==> config.mk <==
export PLATFORM = sky130hd
export DESIGN_NAME = qam_carrier_nco
export DESIGN_NICKNAME = d
export VERILOG_FILES = /design/src/rtl/qam_carrier_nco_pkg.sv /design/src/rtl/qam_sine_rom.sv /design/src/rtl/qam_carrier_nco.sv
export SDC_FILE = /design/constraint.sdc
export NUM_CORES = 1
export LEC_CHECK = 0
export CAP_MARGIN = 20
export CORE_UTILIZATION = 49
export CTS_CLUSTER_SIZE = 40
export DETAILED_ROUTE_END_ITERATION = 8
export PLACE_DENSITY = 0.78
export SYNTH_ARGS = -nofsm -noshare
export SYNTH_HDL_FRONTEND = slang
export SYNTH_SLANG_ARGS = --single-unit
==> constraint.sdc <==
create_clock -name axi_clk -period 2.35 [get_ports axi_clk]
set_input_delay 0.47 -clock axi_clk [delete_from_list [all_inputs] [get_ports axi_clk]]
set_output_delay 0.47 -clock axi_clk [all_outputs]
set_load 0.02 [all_outputs]
==> src/rtl/qam_carrier_nco_pkg.sv <==
// Shared constants and types for the QAM carrier NCO.
package parameter_def;

  localparam int CARRIER_WIDTH = 8;   // signed 1Q6, +1.0 = 64
  localparam int PHASE_WIDTH   = 16;
  localparam int ROM_DEPTH     = 65;  // quarter wave plus the 90-degree endpoint
  localparam int ADDR_W        = 8;   // phase bits used for ROM addressing
  localparam int IDX_W         = $clog2(ROM_DEPTH);
  localparam int MAG_W         = CARRIER_WIDTH - 1;
  localparam int STAGES        = 3;   // S1 decode, S2 ROM, S3 mirror/output

  typedef enum logic [1:0] {Q0, Q1, Q2, Q3} quad_e;

  typedef struct packed {
    logic signed [CARRIER_WIDTH-1:0] sin;
    logic signed [CARRIER_WIDTH-1:0] cos;
    logic                            zero;
    logic                            valid;
  } carrier_t;

endpackage

==> src/rtl/qam_sine_rom.sv <==
// Quarter-wave sine magnitude ROM, two registered read ports.
module qam_sine_rom
  import parameter_def::*;
(
  input  logic             clk_i,
  input  logic             rst_i,
  input  logic [IDX_W-1:0] sin_idx_i,
  input  logic [IDX_W-1:0] cos_idx_i,
  output logic [MAG_W-1:0] sin_mag_o,
  output logic [MAG_W-1:0] cos_mag_o
);

  // round(64*sin(2*pi*k/256)), k = 0..64
  function automatic logic [MAG_W-1:0] lut(input logic [IDX_W-1:0] k);
    case (k)
      7'd0:  lut = 7'd0;  7'd1:  lut = 7'd2;  7'd2:  lut = 7'd3;  7'd3:  lut = 7'd5;
      7'd4:  lut = 7'd6;  7'd5:  lut = 7'd8;  7'd6:  lut = 7'd9;  7'd7:  lut = 7'd11;
      7'd8:  lut = 7'd12; 7'd9:  lut = 7'd14; 7'd10: lut = 7'd16; 7'd11: lut = 7'd17;
      7'd12: lut = 7'd19; 7'd13: lut = 7'd20; 7'd14: lut = 7'd22; 7'd15: lut = 7'd23;
      7'd16: lut = 7'd24; 7'd17: lut = 7'd26; 7'd18: lut = 7'd27; 7'd19: lut = 7'd29;
      7'd20: lut = 7'd30; 7'd21: lut = 7'd32; 7'd22: lut = 7'd33; 7'd23: lut = 7'd34;
      7'd24: lut = 7'd36; 7'd25: lut = 7'd37; 7'd26: lut = 7'd38; 7'd27: lut = 7'd39;
      7'd28: lut = 7'd41; 7'd29: lut = 7'd42; 7'd30: lut = 7'd43; 7'd31: lut = 7'd44;
      7'd32: lut = 7'd45; 7'd33: lut = 7'd46; 7'd34: lut = 7'd47; 7'd35: lut = 7'd48;
      7'd36: lut = 7'd49; 7'd37: lut = 7'd50; 7'd38: lut = 7'd51; 7'd39: lut = 7'd52;
      7'd40: lut = 7'd53; 7'd41: lut = 7'd54; 7'd42: lut = 7'd55; 7'd43: lut = 7'd56;
      7'd44: lut = 7'd56; 7'd45: lut = 7'd57; 7'd46: lut = 7'd58; 7'd47: lut = 7'd59;
      7'd48: lut = 7'd59; 7'd49: lut = 7'd60; 7'd50: lut = 7'd60; 7'd51: lut = 7'd61;
      7'd52: lut = 7'd61; 7'd53: lut = 7'd62; 7'd54: lut = 7'd62; 7'd55: lut = 7'd62;
      7'd56: lut = 7'd63; 7'd57: lut = 7'd63; 7'd58: lut = 7'd63; 7'd59: lut = 7'd64;
      7'd60: lut = 7'd64; 7'd61: lut = 7'd64; 7'd62: lut = 7'd64; 7'd63: lut = 7'd64;
      7'd64: lut = 7'd64;
      default: lut = '0;
    endcase
  endfunction

  // Registered read of both ports
  always_ff @(posedge clk_i) begin
    if (rst_i) begin
      sin_mag_o <= '0;
      cos_mag_o <= '0;
    end else begin
      sin_mag_o <= lut(sin_idx_i);
      cos_mag_o <= lut(cos_idx_i);
    end
  end

endmodule

==> src/rtl/qam_carrier_nco.sv <==
// Quadrature carrier NCO: phase accumulator, quarter-wave ROM, 3-cycle pipeline.
module qam_carrier_nco
  import parameter_def::*;
#(
  parameter logic [PHASE_WIDTH-1:0] DEFAULT_INC = 16'h1000
) (
  input  logic                   axi_clk,
  input  logic                   axi_rst,
  input  logic                   enable,
  input  logic                   phase_clr,
  input  logic [PHASE_WIDTH-1:0] phase_inc,
  input  logic                   phase_inc_load,
  output carrier_t               cor
);

  logic [PHASE_WIDTH-1:0] acc_q, acc_d, inc_q, inc_d, pend_inc_q, pend_inc_d;
  logic                   pend_q, pend_d, wrap_q, wrap_d;
  logic [PHASE_WIDTH-1:0] sum;
  logic                   carry, boundary;

  // Map a quadrant/index to the ROM slot; odd quadrants read the quarter backwards
  function automatic logic [IDX_W-1:0] mirror_idx(input quad_e q, input logic [ADDR_W-3:0] i);
    case (q)
      Q1, Q3:  mirror_idx = IDX_W'(ROM_DEPTH - 1) - IDX_W'(i);
      default: mirror_idx = IDX_W'(i);
    endcase
  endfunction

  // Next-state for accumulator, period-start flag and increment reload
  always_comb begin
    acc_d      = acc_q;
    inc_d      = inc_q;
    pend_d     = pend_q;
    pend_inc_d = pend_inc_q;
    wrap_d     = wrap_q;
    {carry, sum} = {1'b0, acc_q} + {1'b0, inc_q};
    // a clear counts as a period boundary, so a pending increment lands with it
    boundary = phase_clr | (enable & carry);

    if (phase_clr) begin
      acc_d  = '0;
      wrap_d = 1'b1;
    end else if (enable) begin
      acc_d  = sum;
      wrap_d = carry;   // the current sample consumes the flag unless we wrap again
    end

    if (phase_inc_load) begin
      if (!enable || boundary) begin
        inc_d  = phase_inc;
        pend_d = 1'b0;
      end else begin
        pend_d     = 1'b1;
        pend_inc_d = phase_inc;
      end
    end else if (pend_q && boundary) begin
      inc_d  = pend_inc_q;
      pend_d = 1'b0;
    end
  end

  // Accumulator state register (S0)
  always_ff @(posedge axi_clk) begin
    if (axi_rst) begin
      acc_q      <= '0;
      inc_q      <= DEFAULT_INC;
      pend_q     <= 1'b0;
      pend_inc_q <= '0;
      wrap_q     <= 1'b1;   // first sample after reset is a period start
    end else begin
      acc_q      <= acc_d;
      inc_q      <= inc_d;
      pend_q     <= pend_d;
      pend_inc_q <= pend_inc_d;
      wrap_q     <= wrap_d;
    end
  end

  // S1 decode: cosine is the same address advanced one quadrant
  logic [ADDR_W-1:0] addr;
  quad_e             sin_quad, cos_quad;
  assign addr     = acc_q[PHASE_WIDTH-1 -: ADDR_W];
  assign sin_quad = quad_e'(addr[ADDR_W-1 -: 2]);
  assign cos_quad = quad_e'(addr[ADDR_W-1 -: 2] + 2'd1);

  logic [STAGES:1] vld_pipe_q, zero_pipe_q;
  logic [IDX_W-1:0] s1_sin_idx_q, s1_cos_idx_q;
  logic [2:1]       sin_neg_q, cos_neg_q;
  logic [MAG_W-1:0] sin_mag, cos_mag;
  logic signed [CARRIER_WIDTH-1:0] sin_q, cos_q;

  qam_sine_rom u_rom (
    .clk_i     (axi_clk),
    .rst_i     (axi_rst),
    .sin_idx_i (s1_sin_idx_q),
    .cos_idx_i (s1_cos_idx_q),
    .sin_mag_o (sin_mag),
    .cos_mag_o (cos_mag)
  );

  // Pipeline S1..S3: decode, ROM (in sub-module), mirror/negate; valid/zero ride alongside
  always_ff @(posedge axi_clk) begin
    if (axi_rst) begin
      vld_pipe_q   <= '0;
      zero_pipe_q  <= '0;
      s1_sin_idx_q <= '0;
      s1_cos_idx_q <= '0;
      sin_neg_q    <= '0;
      cos_neg_q    <= '0;
      sin_q        <= '0;
      cos_q        <= '0;
    end else begin
      vld_pipe_q   <= {vld_pipe_q[STAGES-1:1], enable};
      zero_pipe_q  <= {zero_pipe_q[STAGES-1:1], enable & wrap_q};
      s1_sin_idx_q <= mirror_idx(sin_quad, addr[ADDR_W-3:0]);
      s1_cos_idx_q <= mirror_idx(cos_quad, addr[ADDR_W-3:0]);
      sin_neg_q    <= {sin_neg_q[1], sin_quad inside {Q2, Q3}};
      cos_neg_q    <= {cos_neg_q[1], cos_quad inside {Q2, Q3}};
      sin_q        <= sin_neg_q[2] ? -{1'b0, sin_mag} : {1'b0, sin_mag};
      cos_q        <= cos_neg_q[2] ? -{1'b0, cos_mag} : {1'b0, cos_mag};
    end
  end

  assign cor = '{sin: sin_q, cos: cos_q, zero: zero_pipe_q[STAGES], valid: vld_pipe_q[STAGES]};

endmodule
==> metrics.md, run 1 <==
| Metric | Value |
|---|---|
| Status | finished, violations left |
| Failing checks | negative setup slack |
| Detail Placement HPWL | 8750 um |
| Synth top area cells | dfxtp_1 37%, ha_1 8.1%, mux2i_1 7.4% |
| Switch share | 0.251 |
| Ys Warns | 0 |
| GRT Util Overall | 0.221 |
| Via density | 5.68 |
| Max Buffers Root-to-Sink | 2 |
| Synth unique cells | 55 |
| RSZ-0062 raised after global routing | yes |
| Initial DRC count | 454 |
| Final WS setup | -64.9 ps |
| Final min period | 2410 ps |
| Final Hold Fails | 0 |
| VDD IR max | 0.488 mV |
| Setup violators final | 16 |
| Worst slew pin tran | 636 ps |
| Register area share after synthesis | 0.369 |
| Area Growth Syn to Fin | 20.9% |
| First-pass GRT wire length | 20500 um |
| Core area | 11000 um2 |
| PortBufs | 38 |
| Post-Syn Instances | 641 |
| EDFF count, synth | 0 |
| Initial core utilization | 0.508 |
| Syn avg cell area | 8.71 um2 |
| Final design utilization | 0.614 |
| Die Height | 109 um |
| TritonCTS Buffers | 9 |
| Die width | 109 um |
| Antenna Nets Post-Route | 0 |
| Reg2Reg Depth | 10 |
| Initial antenna violation count | 0 |
| Mapped Area | 5580 um2 |
| Post-synth ARST share | 0 |
| H-tree depth | 3 |
| Comb pwr share | 0.127 |
| Share of power burned in registers | 0.483 |
| Startpoint Class | register |
| Clock transition at path regs | 70 ps |
| Die Area | 11800 um2 |
| Worst hold-check path type | reg -> reg |
| Max-Cap Viols | 0 |
| Slowest stage cell, crit path | or4b_1 |
| Final #Nets | 747 |
| Sink Count | 103 |
| Crit path capture type | register |
| Site Rows | 38 |
| Clock network power share | 0.390 |
| Final wirelength | 12900 um |
| TNS Setup | -343 ps |
| Cell taking the most area after synthesis | dfxtp_1 |
| Layout cells sized above 1 | 0.163 |
| Clk_skew | 6.73 ps |
| Root Driver | clkbuf_16 |
| Pin count of the biggest net entering global routing | 50 |
| CTS tree | done |
| Fmax | 0.414 GHz |
| N_diodes | 0 |
| Critical path class | reg -> reg |
| CP peak stage delay | 530 ps |
| Skew-Pair Late Insertion Delay | 340 ps |
| Hold buffer count at cts | 0 |
| Tcrit/Tclk final | 1.03 |
| Synthesized Nets | 699 |
| GP Congestion | 0.869 |
| Main synth FF type | dfxtp_1 |
| WL per Instance | 15.5 um |
| CP max FO | 4 |
| Vias | 4734 |
| Vias in the first global route | 4437 |
| Worst path required time | 2590 ps |
| P_int | 0.00290 W |
| FF+latch count, synth | 103 |
| Total gr overflow | 0 |
| Worst EP arrival | 2660 ps |
| Cell with the most instances on the worst path | buf_4 |
| Final Slew Violations | 0 |
| Hold depth | 1 |
| Total net switching power | 0.000970 W |
| Max-slew headroom | 0.575 |
| Residual DRC | 0 |
| Share of the synthesized area in the top cell type | 0.369 |
| Cell Pwr Density | 573 nW/um2 |
| I/O Pins | 39 |
| TritonRoute pass-1 iters | 5 |
| Crit-path cells | ha_4 -> nand2_4 -> nor4_4 -> nor2_4 -> buf_4 -> buf_4 -> o21ai_4 -> a31oi_2 -> or4b_1 -> o311ai_1 |
| Lkg Pwr | 2.74 nW |
[layer usage]
metal  routed length (um)  share of wire  global-route usage  up-vias
li1                     -              -                   -     2338
met1                 5640           0.44               0.261     2245
met2                 6480           0.50               0.392      128
met3                  579          0.045              0.0562       23
met4                  197          0.015              0.0627        0
met5                    0              0                   0        -
[worst paths after layout]
check / endpoint / from / slack (ps)
setup reg to reg: acc_q[14] / inc_q[5] / -60
hold reg to reg: cos_neg_q[2] / cos_neg_q[1] / 440
setup / recovery: acc_q[14] / inc_q[5] / -60
hold / removal: cos_neg_q[2] / cos_neg_q[1] / 440
[worst max-delay path: cells and delay by family (launching register included)]
| kind | cells | cell delay, ps |
|---|---|---|
| and+or+nand+nor | 4 | 1010 |
| AOI/OAI and AO/OA | 3 | 370 |
| DFF | 1 | 360 |
| adders and majority gates | 1 | 290 |
| buffers and inverters | 2 | 270 |
[layout make-up]
class | count | area [um2]
well taps | 140 | 175
flip-flops and latches | 103 | 2080
inverters | 23 | 86.3
clock inverters | 4 | 55.1
multi-input cells | 477 | 3420
repair buffers | 75 | 691
clock buffers | 11 | 243
fillers | 904 | 4240
[power by group through the flow]
stage	Clock (W)	Combinational (W)	Sequential, W
after global placement	0	0.000448	0.00190
after CTS	0.00152	0.000471	0.00186
final	0.00151	0.000492	0.00187
after detailed placement	0	0.000464	0.00190
after global routing	0.00161	0.000537	0.00188
after floorplan	0	0.000330	0.00188
[cell usage in the layout, fill, tap and decap left out, drive strengths merged, types with 2 or more instances in the layout]
cell | synthesis | final
or3b | 2 | 2
a211oi | 8 | 8
o211ai | 5 | 5
mux2i | 41 | 41
dfxtp | 103 | 103
nor2 | 91 | 91
nor2b | 11 | 11
mux2 | 16 | 16
buf | 6 | 38
a21o | 3 | 3
nand4 | 4 | 4
and2 | 2 | 2
nor3 | 19 | 19
nand2b | 7 | 7
o31ai | 3 | 3
or2 | 2 | 2
ha | 36 | 36
o22ai | 2 | 2
or3 | 17 | 17
nand2 | 35 | 35
nand3 | 11 | 11
nor3b | 4 | 4
xor2 | 17 | 17
a221oi | 3 | 3
clkbuf | 32 | 11
a21oi | 47 | 47
nand3b | 2 | 2
mux4 | 3 | 3
o311ai | 3 | 3
o21ai | 49 | 49
a2111oi | 2 | 2
inv | 23 | 24
o22a | 2 | 2
a31oi | 10 | 10
clkdlybuf4s50 | 0 | 37
xnor2 | 10 | 10
[synth_stat cells (all sizes together), types with 3 or more instances]
cell	number
o31ai	3
a21o	3
nand2	35
a31oi	10
mux2i	41
nand2b	7
o211ai	5
mux4	3
o21ai	49
or3	17
nand4	4
nor2b	11
nor2	91
mux2	16
clkbuf	32
xor2	17
a21oi	47
buf	6
a221oi	3
inv	23
o311ai	3
ha	36
xnor2	10
nor3b	4
nand3	11
dfxtp	103
a211oi	8
nor3	19
[metrics by stage]
step | hold slack, ps | instances | worst slack [ps] | cell area [um2] | power (W)
after floorplan | 414 | 641 | -57.0 | 5600 | 0.00221
after global placement | 422 | 815 | -4.64 | 6260 | 0.00235
after detailed placement | 424 | 815 | -65.4 | 6260 | 0.00237
after CTS | 439 | 831 | -38.7 | 6580 | 0.00386
after global routing | 457 | 833 | -138 | 6750 | 0.00402
final | 438 | 833 | -64.9 | 6750 | 0.00387
[registers in the layout (all words and copies together), names as in the netlist]
register         flops
acc_q               16
cos_neg_q            2
cos_q                8
inc_q               16
pend_inc_q          16
pend_q               1
s1_cos_idx_q         6
s1_sin_idx_q         7
sin_neg_q            2
sin_q                8
u_rom.cos_mag_o      7
u_rom.sin_mag_o      7
vld_pipe_q           3
wrap_q               1
zero_pipe_q          3
[cells by family after synthesis]
| group | Yosys count | share of synthesized area |
|---|---|---|
| simple gates | 210 | 0.180 |
| compound gates | 143 | 0.159 |
| flops | 103 | 0.369 |
| buf+inv | 61 | 0.0473 |
| mux | 60 | 0.118 |
| fa+ha+maj | 37 | 0.0843 |
| xor+xnor | 27 | 0.0424 |
[repair_timing]
action                                  4_1_cts  5_1_grt
setup buffers                                 1        3
gates resized for setup                       2       31
endpoints found under the setup margin       17       32
pin swaps                                     1       10
hold endpoints to repair                      0        0
(Power assumes the default switching activity.)
==> run 2, diff against run 1 <==
==> constraint.sdc (replaced) <==
create_clock -name axi_clk -period 2.35 [get_ports axi_clk]
set_input_delay 0.3525 -clock axi_clk [delete_from_list [all_inputs] [get_ports axi_clk]]
set_output_delay 0.3525 -clock axi_clk [all_outputs]
set_load 0.02 [all_outputs]
==> run 2 against run 1 <==
  * The flow still finishes with violations (negative setup slack)
  * Via count fell by 2.5%
  * Design area fell by 2.2%
  * Sequential share of layout area rose by 0.54 points
  * Combinational power fell by 5.9%
  * Critical path type unchanged
  * Highest routed layer unchanged
  * Final cell count fell by 0.24%
  * Largest cell class unchanged
  * Sequential cell count did not move
  * Clock skew barely moved
==> metrics.md, run 2 (synthesized netlist as in run 1, its figures left out) <==
| Metric | Value |
|---|---|
| Lkg Pwr | 2.72 nW |
| Max Buffers Root-to-Sink | 2 |
| RSZ-0062 raised after global routing | yes |
| H-tree depth | 3 |
| Sink Count | 103 |
| Met3 Usage GRT | 0.0383 |
| WL per Instance | 14.3 um |
| Final Hold Fails | 0 |
| Residual DRC | 0 |
| GR peak layer | met2 |
| VDD IR max | 0.422 mV |
| Final #Nets | 746 |
| Site Rows | 38 |
| Area of the multi-input gates | 3300 um2 |
| Layout cells sized above 1 | 0.130 |
| Registers with the most flip-flops | acc_q x16, inc_q x16, pend_inc_q x16 |
| Failing checks | negative setup slack |
| Final min period | 2380 ps |
| Total gr overflow | 0 |
| # fillers | 910 |
| First-pass GRT wire length | 19700 um |
| Max-slew headroom | 0.514 |
| Final WS setup | -26.5 ps |
| Clock transition at path regs | 60 ps |
| Final Cell Area | 6600 um2 |
| Max-Cap Viols | 0 |
| Die Height | 109 um |
| Met2 usage | 0.364 |
| Initial core utilization | 0.508 |
| TritonCTS Buffers | 9 |
| Most common cell after layout, fill and taps aside | dfxtp_1 |
| Vias in the first global route | 4391 |
| Critical path class | reg -> reg |
| GRT Util Overall | 0.212 |
| CP max FO | 16 |
| Die width | 109 um |
| Fmax | 0.421 GHz |
| Pin count of the biggest net entering global routing | 52 |
| Core area | 11000 um2 |
| Worst EP arrival | 2600 ps |
| GR Util met1 | 0.251 |
| Initial DRC count | 359 |
| Worst hold-check path type | in -> reg |
| Worst path required time | 2570 ps |
| N_diodes | 0 |
| Worst slew pin tran | 728 ps |
| Area Growth Syn to Fin | 18.2% |
| Skew-Pair Late Insertion Delay | 340 ps |
| Final Slew Violations | 0 |
| Setup violators final | 9 |
| Setup WS pre-CTS | -78.4 ps |
| Storage cell area | 2060 um2 |
| Commonest non-fill, non-tap cells in the layout | 101 x dfxtp_1, 90 x nor2_1, 46 x a21oi_1 |
| Detail Placement HPWL | 8510 um |
| Root Driver | clkbuf_16 |
| Cell Pwr Density | 577 nW/um2 |
| Final design utilization | 0.600 |
| Startpoint Class | register |
| PortBufs | 38 |
| Tcrit/Tclk final | 1.01 |
| Antenna Nets Post-Route | 0 |
| Hold buffer count at cts | 0 |
| Via density | 5.55 |
| Cell Area, Placed | 6250 um2 |
| Final wirelength | 11900 um |
| Clk_skew | 6.70 ps |
| GP Congestion | 0.838 |
| Vias | 4614 |
| Initial antenna violation count | 0 |
| TritonRoute pass-1 iters | 5 |
| CTS tree | done |
| I/O Pins | 39 |
| Die Area | 11800 um2 |
| Status | finished, violations left |
| Crit path capture type | register |
==> run 2: final timing paths <==
path	slack, ps	cells after the start	endpoint	from
max	-30	10	pend_inc_q[7]	acc_q[0]
min	340	3	wrap_q	axi_rst
max reg2reg	-30	10	pend_inc_q[7]	acc_q[0]
min reg2reg	440	1	cos_neg_q[2]	cos_neg_q[1]
==> run 2: stage by stage <==
stage / instances / hold WS [ps] / setup TNS [ps] / total power (W)
2_1_floorplan: 641 / 414 / -570 / 0.00221
3_3_place_gp: 815 / 418 / 0 / 0.00235
3_5_place_dp: 815 / 429 / -897 / 0.00236
4_1_cts: 829 / 331 / -159 / 0.00384
5_1_grt: 831 / 361 / -1590 / 0.00397
6_report: 831 / 342 / -121 / 0.00381
==> run 2: where the power goes <==
part           leakage (nW)  internal (W)  switching (W)
registers             0.838       0.00181      0.0000624
logic                  1.74      0.000226       0.000237
clock network         0.147      0.000871       0.000601
total                  2.72       0.00290       0.000901
==> run 2: layout make-up <==
class                           instances  share of cell area
Multi-Input combinational cell        477               0.501
Clock buffer                           11              0.0383
Inverter                               23              0.0131
Clock inverter                          3             0.00664
Tap cell                              140              0.0266
Sequential cell                       103               0.313
Timing Repair Buffer                   74               0.102
==> run 2: what timing repair did <==
| item | CTS | global route |
|---|---|---|
| resized for setup | 1 | 7 |
| buffers inserted | 0 | 2 |
| pin swaps | 1 | 1 |
| endpoints found under the setup margin | 16 | 22 |
| endpoints found under the hold margin | 0 | 0 |
| cloned | 0 | 0 |
==> run 2: critical path: stages, from the launching register on <==
cell and delay, ps:
dfxtp_2 340, ha_4 160, fa_2 390, a211oi_4 280
nor4_4 70, nor2_4 120, o211ai_4 120, or3_4 370
buf_12 170, mux2i_1 170, nor2_1 60
==> run 2: per-layer routing <==
layer  wire length [um]  part of all wire
met5                  0                 0
met4                360             0.030
met2               5740              0.48
met1               5270              0.44
met3                504             0.042
==> run 3, diff against run 2 <==
--- a/config.mk
+++ b/config.mk
@@ -9,7 +9,8 @@
 export CORE_UTILIZATION = 49
 export CTS_CLUSTER_SIZE = 40
 export DETAILED_ROUTE_END_ITERATION = 8
-export PLACE_DENSITY = 0.78
+export DONT_BUFFER_PORTS = 1
+export PLACE_DENSITY = 0.73
 export SYNTH_ARGS = -nofsm -noshare
 export SYNTH_HDL_FRONTEND = slang
 export SYNTH_SLANG_ARGS = --single-unit
==> run 3 against run 2 <==
  * The run still ends with negative setup slack left
  * Clock skew down 1.1 ps
  * Design area down 5.3%
  * Clock power about the same
  * Hold slack worse by 270 ps
  * Combinational power down 19%
  * Global-route usage down 0.54 points
  * Sequential power about the same
  * Setup slack better by 7.2 ps
  * Sequential share of layout area up 1.8 points
  * Register-to-register slack about the same
  * Final cell count down 5.4%
  * Fmax up 0.30%
  * Critical path type unchanged
  * Critical endpoint is now pend_inc_q[3]
  * Largest cell class unchanged
==> metrics.md, run 3 (synthesized netlist as in run 1, its figures left out) <==
| Metric | Value |
|---|---|
| VDD IR max | 0.573 mV |
| Slowest stage cell, crit path | fa_2 |
| Most common cell after layout, fill and taps aside | dfxtp_1 |
| Via density | 5.67 |
| Max Buffers Root-to-Sink | 2 |
| Max-slew headroom | 0.495 |
| Worst EP arrival | 2610 ps |
| Final wirelength | 11800 um |
| Worst path required time | 2590 ps |
| Hold depth | 1 |
| Final min period | 2370 ps |
| Sink Count | 103 |
| Reg2Reg Depth | 10 |
| Vias | 4453 |
| Hold buffer count at cts | 0 |
| WL per Instance | 15.0 um |
| Layout cells sized above 1 | 0.136 |
| PortBufs | 0 |
| Failing checks | negative setup slack |
| Fmax | 0.422 GHz |
| TNS Setup | -76.7 ps |
| RSZ-0062 raised after global routing | yes |
| Commonest non-fill, non-tap cells in the layout | 101 x dfxtp_1, 90 x nor2_1, 47 x a21oi_1 |
| Worst hold margin | 68.2 ps |
| Core area | 11000 um2 |
| Initial core utilization | 0.508 |
| Crit path capture | pend_inc_q[3] |
| Setup violators final | 10 |
| Antenna Nets Post-Route | 0 |
| H-tree depth | 3 |
| CTS tree | done |
| # fillers | 948 |
| Tcrit/Tclk final | 1.01 |
| Residual DRC | 0 |
| Clock transition at path regs | 70 ps |
| GP Congestion | 0.865 |
| Die Height | 109 um |
| Die width | 109 um |
| Worst hold-check path type | in -> reg |
| CP max FO | 8 |
| Area Growth Syn to Fin | 11.9% |
| Initial DRC count | 265 |
| Reg2reg end | pend_inc_q[3] |
| Worst path top cell family by delay | simple AND/OR/NAND/NOR gates |
| Registers with the most flip-flops | acc_q x16, inc_q x16, pend_inc_q x16 |
| Cell Area, Placed | 5820 um2 |
| Cell Pwr Density | 597 nW/um2 |
| Root Driver | clkbuf_16 |
| Detail Placement HPWL | 8000 um |
| Lkg Pwr | 2.54 nW |
| Total gr overflow | 0 |
| Clk_skew | 5.59 ps |
| Crit path buffers/inverters | 1 |
| Die Area | 11800 um2 |
| Crit. Startpoint | acc_q[0] |
| CP Depth | 10 |
| Final Cell Area | 6240 um2 |
| CP peak stage delay | 370 ps |
| Skew-Pair Late Insertion Delay | 350 ps |
| R2r setup slk | -20 ps |
| TritonRoute pass-1 iters | 5 |
| Critical path class | reg -> reg |
| First-pass GRT wire length | 19400 um |
| N_diodes | 0 |
| TritonCTS Buffers | 9 |
| Final Slew Violations | 0 |
| Worst slew pin tran | 756 ps |
| Final #Nets | 699 |
| I/O Pins | 39 |
| Final WS setup | -19.3 ps |
| Pin count of the biggest net entering global routing | 87 |
| Max-Cap Viols | 0 |
| Initial antenna violation count | 0 |
| Status | finished, violations left |
| GRT Util Overall | 0.207 |
| Worst R2R Start | acc_q[0] |
| Crit-path cells | ha_4 -> fa_2 -> a211oi_4 -> nor4_4 -> nor2_4 -> o211ai_4 -> or3_4 -> buf_12 -> mux2i_1 -> nor2_1 |
| Startpoint Class | register |
| Vias in the first global route | 4137 |
| Crit path capture type | register |
| Site Rows | 38 |
| Final Hold Fails | 0 |
| Setup WS pre-CTS | -26.4 ps |
[run 3: changes by cell type in the layout (fill, tap and decap cells not counted), sizes merged]
cell	change
clkdlybuf4s50	-37
buf	-11
clkinvlp	+2
clkbuf	-1
clkinv	+1
inv	+1
[run 3: per-layer routing]
metal  vias up  part of all wire  track usage
met5         -                 0            0
li1       2242                 -            -
met3        16             0.038       0.0508
met1      2106              0.43        0.247
met4         0             0.014       0.0608
met2        89              0.51        0.364
[run 3: layout make-up]
type,instances,area [um2],area share
Multi-Input combinational cell,477,3360,0.538
Sequential cell,103,2060,0.331
Timing Repair Buffer,27,262,0.0419
Clock buffer,9,225,0.0361
Tap cell,140,175,0.0281
Inverter,23,86.3,0.0138
Clock inverter,7,72.6,0.0116
[run 3: where the power goes]
| part | total (W) | internal, W | switching [W] | leakage, nW |
|---|---|---|---|---|
| logic | 0.000374 | 0.000190 | 0.000184 | 1.56 |
| registers | 0.00188 | 0.00181 | 0.0000719 | 0.838 |
| clock network | 0.00147 | 0.000826 | 0.000646 | 0.142 |
| total | 0.00373 | 0.00282 | 0.000902 | 2.54 |
[run 3: stage by stage]
stage,power (W),utilization,std cells
floorplan,0.00221,-,641
global placement,0.00225,0.530,768
detailed placement,0.00227,0.530,768
finish,0.00373,0.568,786
global route,0.00387,0.568,786
CTS,0.00374,0.559,784
[run 3: how the worst min path moves through the flow]
stage	from	endpoint	slack, ps
2_1_floorplan	cos_neg_q[1]	cos_neg_q[2]	410
3_3_place_gp	vld_pipe_q[1]	vld_pipe_q[2]	420
3_5_place_dp	sin_neg_q[1]	sin_neg_q[2]	420
4_1_cts	axi_rst	inc_q[14]	60
5_1_grt	axi_rst	vld_pipe_q[2]	60
6_report	axi_rst	inc_q[14]	70
[run 3: timing repair]
item                                    CTS  global route
endpoints found under the setup margin   28            35
cloned                                    0             1
endpoints found under the hold margin     0             0
pin swaps                                 3             0
setup buffers                             0             1
resized for setup                         5            11
